File: src/rtl/data_cache.sv
// Direct-mapped, write-through, no-write-allocate data cache with one 32-bit word per line.
// Optional hit/miss/write counters are enabled by defining DATA_CACHE_STATS_EN.
module data_cache #(
    parameter int INDEX_BITS = 6
) (
    input  logic        clock,
    input  logic        reset,
    input  logic        en,
    input  logic        we,
    input  logic [31:0] addr,
    input  logic [31:0] wd,
    output logic [31:0] rd,
    output logic        stall,
    output logic        mem_req,
    output logic        mem_we,
    output logic [31:0] mem_addr,
    output logic [31:0] mem_wdata,
    input  logic        mem_ack,
    input  logic [31:0] mem_rdata
`ifdef DATA_CACHE_STATS_EN
    ,
    output logic [31:0] hit_count,
    output logic [31:0] miss_count,
    output logic [31:0] write_count
`endif
);

    // state   | meaning
    // IDLE    | accept core requests; load hits complete here
    // RD_WAIT | refill read outstanding on backing memory
    // WR_WAIT | write-through outstanding on backing memory
    // DONE    | one stall-free cycle completing a miss or store
    typedef enum logic [1:0] {IDLE, RD_WAIT, WR_WAIT, DONE} state_t;

    localparam int LINES = 1 << INDEX_BITS;
    localparam int TAG_W = 32 - INDEX_BITS;

    state_t                  state;
    logic [31:0]             req_addr;
    logic [31:0]             req_wd;
    logic [31:0]             resp;
    logic [LINES-1:0]        valid;
    logic [31:0]             data_mem [LINES];
    logic [TAG_W-1:0]        tag_mem  [LINES];

    logic [INDEX_BITS-1:0]   idx;
    logic [INDEX_BITS-1:0]   req_idx;
    logic                    hit;
    logic                    req_hit;
    logic                    load_hit;
    logic                    rd_done;
    logic                    wr_done;

    assign idx      = addr[INDEX_BITS-1:0];
    assign req_idx  = req_addr[INDEX_BITS-1:0];
    assign hit      = valid[idx] && (tag_mem[idx] == addr[31:INDEX_BITS]);
    assign req_hit  = valid[req_idx] && (tag_mem[req_idx] == req_addr[31:INDEX_BITS]);
    assign load_hit = (state == IDLE) && en && !we && hit;
    assign rd_done  = (state == RD_WAIT) && mem_ack;
    assign wr_done  = (state == WR_WAIT) && mem_ack;

    assign mem_req   = (state == RD_WAIT) || (state == WR_WAIT);
    assign mem_we    = (state == WR_WAIT);
    assign mem_addr  = req_addr;
    assign mem_wdata = req_wd;
    assign rd        = (state == DONE) ? resp : data_mem[idx];

    always_comb begin
        stall = 1'b0;
        case (state)
            IDLE:    stall = en && (we || !hit);
            RD_WAIT: stall = 1'b1;
            WR_WAIT: stall = 1'b1;
            DONE:    stall = 1'b0;
            default: stall = 1'b0;
        endcase
    end

    always_ff @(posedge clock) begin
        if (reset) begin
            state    <= IDLE;
            valid    <= '0;
            resp     <= '0;
            req_addr <= '0;
            req_wd   <= '0;
        end else begin
            case (state)
                IDLE: begin
                    if (en) begin
                        req_addr <= addr;
                        req_wd   <= wd;
                        if (we)
                            state <= WR_WAIT;
                        else if (!hit)
                            state <= RD_WAIT;
                    end
                end
                RD_WAIT: begin
                    if (mem_ack) begin
                        valid[req_idx] <= 1'b1;
                        resp           <= mem_rdata;
                        state          <= DONE;
                    end
                end
                WR_WAIT: begin
                    if (mem_ack)
                        state <= DONE;
                end
                DONE:    state <= IDLE;
                default: state <= IDLE;
            endcase
        end
    end

    // Arrays carry no reset; an ack coinciding with reset is dropped with the transaction.
    always_ff @(posedge clock) begin
        if (!reset && rd_done) begin
            data_mem[req_idx] <= mem_rdata;
            tag_mem[req_idx]  <= req_addr[31:INDEX_BITS];
        end else if (!reset && wr_done && req_hit) begin
            data_mem[req_idx] <= req_wd;
        end
    end

`ifdef DATA_CACHE_STATS_EN
    always_ff @(posedge clock) begin
        if (reset) begin
            hit_count   <= '0;
            miss_count  <= '0;
            write_count <= '0;
        end else begin
            if (load_hit)
                hit_count <= hit_count + 32'd1;
            if (rd_done)
                miss_count <= miss_count + 32'd1;
            if (wr_done)
                write_count <= write_count + 32'd1;
        end
    end
`endif

endmodule
File: config.mk
export PLATFORM = sky130hd
export DESIGN_NAME = data_cache
export DESIGN_NICKNAME = d
export VERILOG_FILES = /design/src/rtl/data_cache.sv
export SDC_FILE = /design/constraint.sdc
export NUM_CORES = 2
export LEC_CHECK = 0
export CAP_MARGIN = 0
export CORE_MARGIN = 2
export CORE_UTILIZATION = 45
export DETAILED_ROUTE_END_ITERATION = 12
export PLACE_DENSITY = 0.67
export SYNTH_ARGS = -nofsm -noshare
export SYNTH_HDL_FRONTEND = slang
export SYNTH_SLANG_ARGS = --single-unit
File: constraint.sdc
create_clock -name clock -period 8.16 [get_ports clock]
set_clock_uncertainty 0.05 [all_clocks]
set_input_delay 1.632 -clock clock [delete_from_list [all_inputs] [get_ports clock]]
set_output_delay 1.632 -clock clock [all_outputs]
set_load 0.005 [all_outputs]
==> impl_metrics.ini <==
[synth]
synth_edf_count = 3712
synth_cell_types = 75
synthAdderAreaFrac_pct = 0.0383
synth_area_sq_mm = 0.163
synth_compound_area_share_pct = 2.37
synth_top_family_by_area = multiplexers
synthSimpleGateAreaFrac_pct = 2.05
synth_xor_area_share_pct = 0.284
syn_area_per_cell_sq_um = 21.1
ys.flop_type = edfxtp_1
synth.net_count = 7857
ys_ff_latch = 3880
synth_cells = 7751
synthMuxAreaShare_pct = 23.3
ys_seq_area_share_pct = 70.3
synth_warnings = 0
async_flop_share_pct = 0

[setup_path]
crit_family = compound AO/OA/AOI/OAI gates
critPathCaptureType = output port
cp_cell_sequence = buf_8 > buf_4 > nor2_1 > a2111oi_0 > o21ai_0 > o211ai_1 > and4_1 > nand4_1 > o41a_1 > buf_4 > nand2_1 > o21ai_1 > buf_4
cp-endpoint = stall
rr_endpoint = data_mem[12][23]$_DFFE_PP_
r2r_cells = 14
cp.arrival_ns = 6.58
cp.required_ns = 6.48
critPathMostFrequentCell = buf_4
crit_cells = 13
crit_fanout = 50
crit_path_top_delay_cell = a2111oi_0
slowest_delay_ns = 0.81
crit_type = in -> out
critPathBufInv = 4
rrSetupSlack_ns = 1.39
crit_start = addr[2]
startpoint_type = primary input

[drt]
drt_iter0_drc = 15200
vias = 91000
postRouteAntennaNets = 0
route.detailed.drc = 0
avgViaCountPerCell = 6.82
wl_mm = 525
drtPass1Iterations = 6
wl_per_cell_microns = 39.4

[run]
drv_cap = 0

[final_layout]
finish.utilization_pct = 51.7
area_growth_pct = 14.6
mostFrequentLayoutCells = edfxtp_1 (3,712), mux4_2 (1,512), clkbuf_16 (394)
fillCellCount = 27800
final_common_cell = edfxtp_1
nets = 8307
drive_gt1_share_pct = 32.4

[clock_tree]
holdBufCountCts = 0
cts_max_level = 5
tritoncts = yes
insertion_delay_ns = 1.00
cts-root-buf = clkbuf_16
path_clk_slew_ns = 0.06
clockBufferDepth = 4
cts_setup_buffers = 0
cts_buffers = 392
cts_sinks = 3880

[outcome]
status = complete, but fails checks
violations = negative setup slack

[die]
core_sq_mm = 0.362
num_rows = 221
die_w_microns = 607
die_area_sq_mm = 0.368
initial_core_util_pct = 45.1
ios = 200
die_height_microns = 607

[timing]
finalWorstSetupSlack_ns = -0.0996
setup_violations = 1
min_period_over_period_pct = 101
hold_violations = 0
fmax_mhz = 121
tns_ns = -0.0996
rsz0062_at_grt = no
slew_violations = 0
timing_worst_slew_pin_value_ns = 1.38
hold_slack_ns = 0.403
min_period_ns = 8.26
relSlewSlack_pct = 8.08

[power]
leakagePower_uw = 0.0578
p_comb_share_pct = 11.4
p_per_area_mw_per_mm2 = 245
internal-power_uw = 34700
p_clk_share_pct = 39.6
fin_total_pwr_uw = 45900
swShare_pct = 24.4
seqPwrFrac_pct = 49.0
p_switching_uw = 11200
vdd_drop_max_mv = 0.199

[place]
place_ws_ns = -0.812
globalplace.congestion = 0.922
io_buffers = 199
hpwl_mm = 298

[grt]
grt_antenna_before_repair = 21
grt_start_max_net_pins = 108
grt_first_pass_wirelength_mm = 719
grt-ovfl-total = 0
grt_pass1_vias = 89500
grt_usage_pct = 28.3

[worst_hold_path]
hold_path.startpoint = resp[1]$_SDFFE_PP0P_
hp-class = reg -> reg
-- cell usage after synthesis (all sizes together), types with 12 or more instances --
master,n,area [sq um]
o211ai,17,128
a22o,23,201
mux2i,307,3070
a21oi,135,676
or3,17,106
a22oi,134,1010
nor2b,27,169
o22ai,95,594
clkbuf,306,1150
nand3,45,225
dfxtp,168,3360
xor2,14,123
nand4,18,113
edfxtp,3712,111000
inv,81,304
mux4,1512,34100
nor3,81,405
nand3b,12,90.1
a221oi,15,131
xnor2,39,342
nor2,123,462
nand2b,13,81.3
a31oi,22,138
nand2,296,1110
o221ai,12,105
or3b,15,131
o21ai,22,110
and2,17,106
a211oi,16,120
buf,242,1220
mux2,88,991
-- worst min path at each step --
stage | endpoint | slack (ns) | cells after the start
4_1_cts | resp[21]$_SDFFE_PP0P_ | 0.41 | 2
5_1_grt | resp[1]$_SDFFE_PP0P_ | 0.43 | 2
3_3_place_gp | resp[7]$_SDFFE_PP0P_ | 0.39 | 2
3_5_place_dp | resp[2]$_SDFFE_PP0P_ | 0.40 | 2
6_report | resp[1]$_SDFFE_PP0P_ | 0.40 | 2
2_1_floorplan | resp[0]$_SDFFE_PP0P_ | 0.38 | 2
-- state kept, by name, summed over array words and instances (netlist names), named ones only --
register	flops
data_mem	2048
mem_addr	32
mem_wdata	32
resp	32
state	2
tag_mem	1664
valid	64
-- power by group through the flow --
stage | Clock [uW] | Combinational (uW) | Sequential, uW
after global placement | 0 | 5040 | 22900
after CTS | 18300 | 5130 | 22500
after global routing | 19000 | 5380 | 22500
after detailed placement | 0 | 5110 | 22900
after floorplan | 0 | 2990 | 22900
final | 18200 | 5220 | 22500
-- worst register-to-register path, stage by stage (launching register included) --
cell and delay (ns):
dfxtp_4 0.56, buf_12 0.32, buf_12 0.50, mux4_2 0.62, mux4_2 0.51, xnor2_1 0.72, a21oi_1 0.14, nor3_1 0.22
o211ai_1 0.12, or4_1 0.51, nor4_2 0.31, buf_4 0.24, nor2b_4 0.20, buf_12 0.28, mux2_2 0.99
-- area by class of cell --
cell class                      instances  area, sq um  share of cell area [%]
Timing Repair Buffer                  604         6420                    3.43
Sequential cell                      3880       115000                    61.4
Tap cell                             4794         6000                    3.20
Inverter                               83          322                   0.172
Multi-Input combinational cell       3240        46700                    25.0
Antenna cell                           10         25.0                  0.0134
Clock buffer                          500        10500                    5.58
Clock inverter                        229         2400                    1.28
-- through the flow --
stage | instances | instance area [sq um]
floorplan | 7751 | 163000
global placement | 12600 | 174000
detailed placement | 12600 | 174000
CTS | 13300 | 187000
global route | 13300 | 187000
finish | 13300 | 187000
-- metal layers --
layer  vias to the layer above  GRT usage [%]  share of wire (%)
li1                      34100              -                  -
met1                     48500           37.3                 35
met2                      6976           43.9                 46
met3                      1452           6.79                 13
met4                        18           14.8                6.3
met5                         -              0              0.024
-- timing repair --
action / in CTS / in global routing
gates resized for setup: 5 / 1
setup endpoints to repair: 1 / 1
pin swaps: 0 / 0
-- cell families after synthesis --
| kind of cell | after synthesis |
|---|---|
| AOI/OAI and AO/OA | 565 |
| xor gates and xnor gates | 53 |
| adders and majority gates | 5 |
| buffers and inverters | 631 |
| DFF | 3880 |
| muxes | 1907 |
| and+or+nand+nor | 710 |
Note: power is estimated with default switching activity, not from simulation.
